## src/rtl/sseg_pkg.sv

```systemverilog
// Shared types and constants for the seven-segment scan arbiter and digit decoder.
// Optional build macro used by users of this package: SSEG_LEADING_ZERO_BLANK_EN.
package sseg_pkg;

  typedef enum logic [1:0] {
    StIdle  = 2'd0,
    StScanA = 2'd1,
    StScanB = 2'd2
  } state_t;

  localparam logic [7:0] SEG_BLANK = 8'hFF;
  localparam logic [5:0] EN_OFF    = 6'b111111;

  // Active-low segment patterns for digits 0..9; bit 7 (dp) is off in every entry.
  localparam logic [9:0][7:0] SEG_TABLE = {
    8'h90, 8'h80, 8'hF8, 8'h82, 8'h92, 8'h99, 8'hB0, 8'hA4, 8'hF9, 8'hC0
  };

  // Marks the contiguous run of zero nibbles from the top used digit downward.
  // Digit 0 is never marked so an all-zero value still shows a single 0.
  function automatic logic [5:0] lead_zero_mask(input logic [23:0] bcd, input int num_digits);
    logic [5:0] mask;
    logic       run;
    mask = '0;
    run  = 1'b1;
    for (int i = 5; i >= 1; i--) begin
      if (i < num_digits) begin
        run     = run && (bcd[4*i +: 4] == 4'h0);
        mask[i] = run;
      end
    end
    return mask;
  endfunction

endpackage

```

## src/rtl/sseg_scan_arbiter_if.sv

```systemverilog
// Requester/display bundle for sseg_scan_arbiter.
// master: requester/display side; slave: the arbiter.
interface sseg_scan_arbiter_if;

  logic        a_req;
  logic [23:0] a_bcd;
  logic [5:0]  a_dp;
  logic        b_req;
  logic [23:0] b_bcd;
  logic [5:0]  b_dp;
  logic        a_gnt;
  logic        b_gnt;
  logic [7:0]  sseg;
  logic [5:0]  en;
  logic        frame_done;

  modport master (
    output a_req, a_bcd, a_dp, b_req, b_bcd, b_dp,
    input  a_gnt, b_gnt, sseg, en, frame_done
  );

  modport slave (
    input  a_req, a_bcd, a_dp, b_req, b_bcd, b_dp,
    output a_gnt, b_gnt, sseg, en, frame_done
  );

endinterface

```

## src/rtl/sseg_digit_decode.sv

```systemverilog
// Combinational nibble-to-segment decoder (active-low, bit 7 = dp).
// Non-decimal nibbles and blanked digits light no segments; dp is always honoured.
module sseg_digit_decode
  import sseg_pkg::*;
(
  input  logic [3:0] nibble_i,
  input  logic       dp_i,
  input  logic       blank_i,
  output logic [7:0] sseg_o
);

  logic [6:0] seg;

  // Table lookup for 0..9, everything else dark.
  always_comb begin
    seg = SEG_BLANK[6:0];
    if (!blank_i && (nibble_i <= 4'd9)) begin
      seg = SEG_TABLE[nibble_i][6:0];
    end
    sseg_o = {~dp_i, seg};
  end

endmodule

```

## src/rtl/sseg_scan_arbiter.sv

```systemverilog
// Time-multiplexed scan controller for a 6-digit active-low display shared by
// a normal requester (A) and a priority requester (B). Ownership changes only
// at frame boundaries; owner data is snapshotted once per frame.
// Optional macro: SSEG_LEADING_ZERO_BLANK_EN blanks leading zero digits at snapshot.
module sseg_scan_arbiter
  import sseg_pkg::*;
#(
  parameter int unsigned NUM_DIGITS   = 6,
  parameter int unsigned SCAN_DIV     = 25000,
  parameter int unsigned BLANK_CYCLES = 500,
  parameter int unsigned B_MAX_FRAMES = 4
) (
  input logic                clk,
  input logic                rst_n,
  sseg_scan_arbiter_if.slave bus_io
);

  localparam int unsigned SlotW   = (SCAN_DIV > 1) ? $clog2(SCAN_DIV) : 1;
  localparam int unsigned StreakW = (B_MAX_FRAMES > 0) ? $clog2(B_MAX_FRAMES + 1) : 1;

  localparam logic [SlotW-1:0]   LastSlot  = SlotW'(SCAN_DIV - 1);
  localparam logic [SlotW-1:0]   BlankEnd  = SlotW'(BLANK_CYCLES);
  localparam logic [2:0]         LastDigit = 3'(NUM_DIGITS - 1);
  localparam logic [StreakW-1:0] StreakMax = StreakW'(B_MAX_FRAMES);

  state_t               state_q, state_d;
  logic [SlotW-1:0]     slot_q, slot_d;
  logic [2:0]           digit_q, digit_d;
  logic [StreakW-1:0]   streak_q, streak_d;
  logic [23:0]          bcd_q, bcd_d;
  logic [5:0]           dp_q, dp_d;
  logic [5:0]           blank_q, blank_d;
  logic                 done_q, done_d;

  logic                 win_a, win_b;
  logic [StreakW-1:0]   streak_arb;
  logic [23:0]          snap_bcd;
  logic [5:0]           snap_dp;
  logic [5:0]           snap_blank;
  logic                 take;
  logic                 drive;
  logic [7:0]           dec_sseg;

  // Arbitration: B has priority, but after StreakMax consecutive B frames a
  // waiting A gets one frame. The streak saturates so it never wraps.
  always_comb begin
    win_a      = 1'b0;
    win_b      = 1'b0;
    streak_arb = streak_q;
    if (bus_io.b_req && bus_io.a_req && (B_MAX_FRAMES != 0) && (streak_q == StreakMax)) begin
      win_a      = 1'b1;
      streak_arb = '0;
    end else if (bus_io.b_req) begin
      win_b = 1'b1;
      if (streak_q != StreakMax) begin
        streak_arb = streak_q + StreakW'(1);
      end
    end else if (bus_io.a_req) begin
      win_a      = 1'b1;
      streak_arb = '0;
    end
  end

  // Snapshot source: the winner's data plus its leading-zero blank mask.
  always_comb begin
    snap_bcd = win_b ? bus_io.b_bcd : bus_io.a_bcd;
    snap_dp  = win_b ? bus_io.b_dp  : bus_io.a_dp;
  end

`ifdef SSEG_LEADING_ZERO_BLANK_EN
  assign snap_blank = lead_zero_mask(snap_bcd, int'(NUM_DIGITS));
`else
  assign snap_blank = '0;
`endif

  // Scan sequencing: slot and digit counters, frame boundary re-arbitration.
  always_comb begin
    state_d  = state_q;
    slot_d   = slot_q;
    digit_d  = digit_q;
    streak_d = streak_q;
    bcd_d    = bcd_q;
    dp_d     = dp_q;
    blank_d  = blank_q;
    done_d   = 1'b0;
    take     = 1'b0;

    unique case (state_q)
      StIdle: begin
        take = win_a || win_b;
      end
      StScanA, StScanB: begin
        if (slot_q == LastSlot) begin
          slot_d = '0;
          if (digit_q == LastDigit) begin
            done_d  = 1'b1;
            digit_d = '0;
            take    = win_a || win_b;
            if (!take) begin
              state_d = StIdle;
            end
          end else begin
            digit_d = digit_q + 3'd1;
          end
        end else begin
          slot_d = slot_q + SlotW'(1);
        end
      end
      default: begin
        state_d = StIdle;
      end
    endcase

    if (take) begin
      state_d  = win_b ? StScanB : StScanA;
      slot_d   = '0;
      digit_d  = '0;
      streak_d = streak_arb;
      bcd_d    = snap_bcd;
      dp_d     = snap_dp;
      blank_d  = snap_blank;
    end
  end

  // State registers; async reset drops to IDLE so outputs blank immediately.
  always_ff @(posedge clk or negedge rst_n) begin
    if (!rst_n) begin
      state_q  <= StIdle;
      slot_q   <= '0;
      digit_q  <= '0;
      streak_q <= '0;
      bcd_q    <= '0;
      dp_q     <= '0;
      blank_q  <= '0;
      done_q   <= 1'b0;
    end else begin
      state_q  <= state_d;
      slot_q   <= slot_d;
      digit_q  <= digit_d;
      streak_q <= streak_d;
      bcd_q    <= bcd_d;
      dp_q     <= dp_d;
      blank_q  <= blank_d;
      done_q   <= done_d;
    end
  end

  sseg_digit_decode u_decode (
    .nibble_i (bcd_q[{digit_q, 2'b00} +: 4]),
    .dp_i     (dp_q[digit_q]),
    .blank_i  (blank_q[digit_q]),
    .sseg_o   (dec_sseg)
  );

  // Outputs: dark in IDLE and during the anti-ghosting blank phase of each slot.
  always_comb begin
    drive             = (state_q != StIdle) && (slot_q >= BlankEnd);
    bus_io.en         = drive ? ~(6'b000001 << digit_q) : EN_OFF;
    bus_io.sseg       = drive ? dec_sseg : SEG_BLANK;
    bus_io.a_gnt      = (state_q == StScanA);
    bus_io.b_gnt      = (state_q == StScanB);
    bus_io.frame_done = done_q;
  end

endmodule
```

## src/flat_wrapper.sv

```systemverilog
// flat-port wrapper written by rule: the top's interface ports become plain ports
module sseg_scan_arbiter_flat import sseg_pkg::*;
#(
  parameter int unsigned NUM_DIGITS   = 6,
  parameter int unsigned SCAN_DIV     = 25000,
  parameter int unsigned BLANK_CYCLES = 500,
  parameter int unsigned B_MAX_FRAMES = 4
)
  (clk, rst_n, bus_io_a_req, bus_io_a_bcd, bus_io_a_dp, bus_io_b_req, bus_io_b_bcd, bus_io_b_dp, bus_io_a_gnt, bus_io_b_gnt, bus_io_sseg, bus_io_en, bus_io_frame_done);
  sseg_scan_arbiter_if bus_io_i ();
  input logic clk;
  input logic rst_n;
  input wire logic [$bits(bus_io_i.a_req)-1:0] bus_io_a_req;
  input wire logic [$bits(bus_io_i.a_bcd)-1:0] bus_io_a_bcd;
  input wire logic [$bits(bus_io_i.a_dp)-1:0] bus_io_a_dp;
  input wire logic [$bits(bus_io_i.b_req)-1:0] bus_io_b_req;
  input wire logic [$bits(bus_io_i.b_bcd)-1:0] bus_io_b_bcd;
  input wire logic [$bits(bus_io_i.b_dp)-1:0] bus_io_b_dp;
  output wire logic [$bits(bus_io_i.a_gnt)-1:0] bus_io_a_gnt;
  output wire logic [$bits(bus_io_i.b_gnt)-1:0] bus_io_b_gnt;
  output wire logic [$bits(bus_io_i.sseg)-1:0] bus_io_sseg;
  output wire logic [$bits(bus_io_i.en)-1:0] bus_io_en;
  output wire logic [$bits(bus_io_i.frame_done)-1:0] bus_io_frame_done;
  assign bus_io_i.a_req = bus_io_a_req;
  assign bus_io_i.a_bcd = bus_io_a_bcd;
  assign bus_io_i.a_dp = bus_io_a_dp;
  assign bus_io_i.b_req = bus_io_b_req;
  assign bus_io_i.b_bcd = bus_io_b_bcd;
  assign bus_io_i.b_dp = bus_io_b_dp;
  assign bus_io_a_gnt = bus_io_i.a_gnt;
  assign bus_io_b_gnt = bus_io_i.b_gnt;
  assign bus_io_sseg = bus_io_i.sseg;
  assign bus_io_en = bus_io_i.en;
  assign bus_io_frame_done = bus_io_i.frame_done;
  sseg_scan_arbiter #(.NUM_DIGITS(NUM_DIGITS), .SCAN_DIV(SCAN_DIV), .BLANK_CYCLES(BLANK_CYCLES), .B_MAX_FRAMES(B_MAX_FRAMES)) u_core (.clk(clk), .rst_n(rst_n), .bus_io(bus_io_i));
endmodule
```

## config.mk

```make
export PLATFORM = sky130hd
export DESIGN_NAME = sseg_scan_arbiter_flat
export DESIGN_NICKNAME = d
export VERILOG_FILES = /design/src/rtl/sseg_pkg.sv /design/src/rtl/sseg_scan_arbiter_if.sv /design/src/rtl/sseg_digit_decode.sv /design/src/rtl/sseg_scan_arbiter.sv /design/src/flat_wrapper.sv
export SDC_FILE = /design/constraint.sdc
export NUM_CORES = 1
export LEC_CHECK = 0
export CORE_UTILIZATION = 50
export DETAILED_ROUTE_END_ITERATION = 6
export PLACE_DENSITY = 0.81
export SLEW_MARGIN = 20
export SYNTH_ARGS = -nofsm -noshare
export SYNTH_HDL_FRONTEND = slang
export SYNTH_SLANG_ARGS = --single-unit
```

## constraint.sdc

```tcl
create_clock -name clk -period 5.7 [get_ports clk]
set_input_delay 0.57 -clock clk [delete_from_list [all_inputs] [get_ports clk]]
set_output_delay 0.57 -clock clk [all_outputs]
set_load 0.05 [all_outputs]
```

==> results.toml <==
[synth]
synth_ff_type = "dfrtp_1"
syn_avg_cell_area_um2 = 8.822
async_flop_share_pct = 100.0
synth-edff-count = 0
yosysSeqAreaShare_pct = 40.96
yosysTopAreaCell = "dfrtp_1"
synth_most_common_cell = "nor2_1"
syn_inst = 374
ys_top_cells_by_count = "55 x nor2_1, 54 x dfrtp_1, 45 x a21oi_1"
syn_nets = 452
yosys_warnings = 0
ys_ff_latch = 54
synth.top_cell.area_share_pct = 40.96
syn_area_um2 = 3299
synth_area_leaders = "dfrtp_1 41%, mux2i_1 9.7%, a21oi_1 6.8%, nor2_1 6.3%, ha_1 5.3%"
synth_cell_types = 50

[clocking]
cts.sinks = 54
root_buffer = "clkbuf_8"
path_clk_slew_ns = 0.10
cts.path.max_buffers = 2
cts_buffers = 5
cts_resized = 0
cts_tree = "built"
clk_latency_ns = 0.32
hold_buffers = 0
postCtsSetupRepairBufs = 0
htreeDepth = 2

[die]
die-area_um2 = 6928
initial_core_util_pct = 51.96
die_y_um = 83.24
io-pin-count = 81
fp.coreArea_um2 = 6350
die_w_um = 83.24
rows = 29

[detailed_routing]
num_vias = 2967
dr.pass1.iters = 5
wire_per_inst_um = 14.85
drc = 0
vias_per_cell = 5.706
ant_nets = 0
wirelength_um = 7721
drtIter0Drc = 233

[placement]
place_congestion = 0.8867
portBuffers = 80
pre_cts_ws_ns = 1.793
hpwl_um = 5684

[power_and_ir_drop]
ir_drop_v = 0.0001878
total_power_mw = 1.551
cellLeakagePower_nw = 1.786
p_per_area_nw_per_um2 = 367.9

[sta]
post-route-period-util_pct = 74.40
max_freq_mhz = 235.8
fin_ws_ns = 1.459
setup-violations-final = 0
tightest_slew_ns = 0.7908
rsz0062_at_grt = "false"
finalClockSkew_ns = 0.006347
final.setup.tns_ns = 0
slew_headroom_pct = 47.09
finalWorstPathRequiredPeriod_ns = 4.241
slew_violations = 0
hold_viol = 0
worst_hold_slack_ns = 0.3753

[setup_path]
worst-path-buf-inv = 3
cp_slowest_cell = "clkdlybuf4s50_1"
cp_top_family = "buffers and inverters"
start_kind = "flop"
path_cells = "clkinv_1 -> nor3_2 -> nand2_1 -> nand2_1 -> inv_1 -> ha_1 -> nor2_1 -> nand2_1 -> a41oi_1 -> clkdlybuf4s50_1"
cpMostUsedCell = "nand2_1"
critPathKind = "flop to primary output"
cp_max_fo = 13
end_kind = "primary output"
cp.required_ns = 5.13
critical_path.max_stage_delay_ns = 0.83
regToRegSetupSlack_ns = 2.89
cp.arrival_ns = 3.67

[cells_and_area]
nFillCells = 532
diodes = 0
drive_gt1_share_pct = 4.740
nets = 520
seqCellArea_um2 = 1351
multiInputGateArea_um2 = 1804
areaGrowthSynthToFinish_pct = 27.80

[grt]
overflow = 0
grt_max_degree = 72
grtUsageTotal_pct = 22.81
grt_pass1_wl_um = 12830
antenna_found_initial = 0
grt_pass1_vias = 2761

[outcome]
status = "completed"

[job]
maxCapViolCount = 0

[min_path]
hp-class = "input pin to asynchronous set/reset pin"
-- report_power, final --
part	total, mW	switching, mW	internal (mW)
sequential	0.609	0.0963	0.513
combinational	0.717	0.430	0.288
clock	0.225	0.135	0.0895
-- stage by stage --
step                instances  cell area (µm²)  util, %
detailed placement        512             4126    64.99
floorplan                 374             3299        -
finish                    520             4217    66.40
CTS                       520             4217    66.40
global placement          512             4126    64.99
global route              520             4217    66.40
-- cell families after synthesis --
| group | synth area share, % |
|---|---|
| xor+xnor | 0.7965 |
| fa+ha+maj | 5.309 |
| simple gates | 18.66 |
| compound gates | 18.51 |
| flops | 40.96 |
| mux | 11.07 |
| buf+inv | 4.702 |
-- per-layer routing --
metal / share of wire, % / vias up / routed length (µm) / track usage [%]
met5: 0 / - / 0 / 0
met4: 1.5 / 0 / 119 / 7.837
met3: 4.4 / 11 / 336 / 4.274
met2: 49 / 82 / 3771 / 37.26
met1: 45 / 1407 / 3495 / 30.48
li1: - / 1467 / - / -
-- worst register-to-register path, stage by stage, from the launching register on --
cell	delay, ns
dfrtp_1	0.60
clkinv_1	0.32
nor3_2	0.49
a31oi_1	0.22
nor3_4	0.14
buf_4	0.56
nor2_1	0.15
a22o_1	0.21
-- final timing paths --
check | startpoint | endpoint | cells after the start
max | u_core.digit_q[0]$_DFFE_PN0P_ | bus_io_sseg[6] | 10
min | rst_n | u_core.slot_q[10]$_DFFE_PN0P_ | 2
max reg2reg | u_core.digit_q[0]$_DFFE_PN0P_ | u_core.state_q[0]$_DFFE_PN0P_ | 7
min reg2reg | u_core.slot_q[14]$_DFFE_PN0P_ | u_core.slot_q[14]$_DFFE_PN0P_ | 1
max in group asynchronous | rst_n | u_core.bcd_q[3]$_DFFE_PN0N_ | 2
min in group clk | u_core.slot_q[14]$_DFFE_PN0P_ | u_core.slot_q[14]$_DFFE_PN0P_ | 1
-- registers in the layout, summed over array words and instances (netlist names) --
signal / cells
u_core.bcd_q: 24
u_core.bus_io.frame_done: 1
u_core.digit_q: 3
u_core.dp_q: 6
u_core.slot_q: 15
u_core.state_q: 2
u_core.streak_q: 3
-- layout make-up --
class	instances	area share, %
Multi-Input combinational cell	283	42.79
Timing Repair Buffer	83	19.41
Inverter	15	1.335
Clock buffer	6	1.721
Sequential cell	54	32.05
Tap cell	77	2.285
Clock inverter	2	0.4154
-- cell usage in the layout, fill, tap and decap left out, drive strengths merged, types with 2 or more instances in the layout --
master	instances
clkbuf	6
o31ai	2
inv	15
a31oi	6
o41ai	2
nor3b	2
xnor2	2
a22oi	2
o21ai	22
buf	4
and3	5
nor2b	4
clkinv	2
nand3	9
a22o	7
nand2b	6
mux2i	32
ha	14
a21boi	3
clkdlybuf4s50	79
o22ai	4
nor4	2
nor3	10
a21oi	45
dfrtp	54
and4	2
nand4	4
o2111ai	2
nor2	55
mux2	2
nand2	26
No activity file was read; power rests on OpenSTA's default activity.
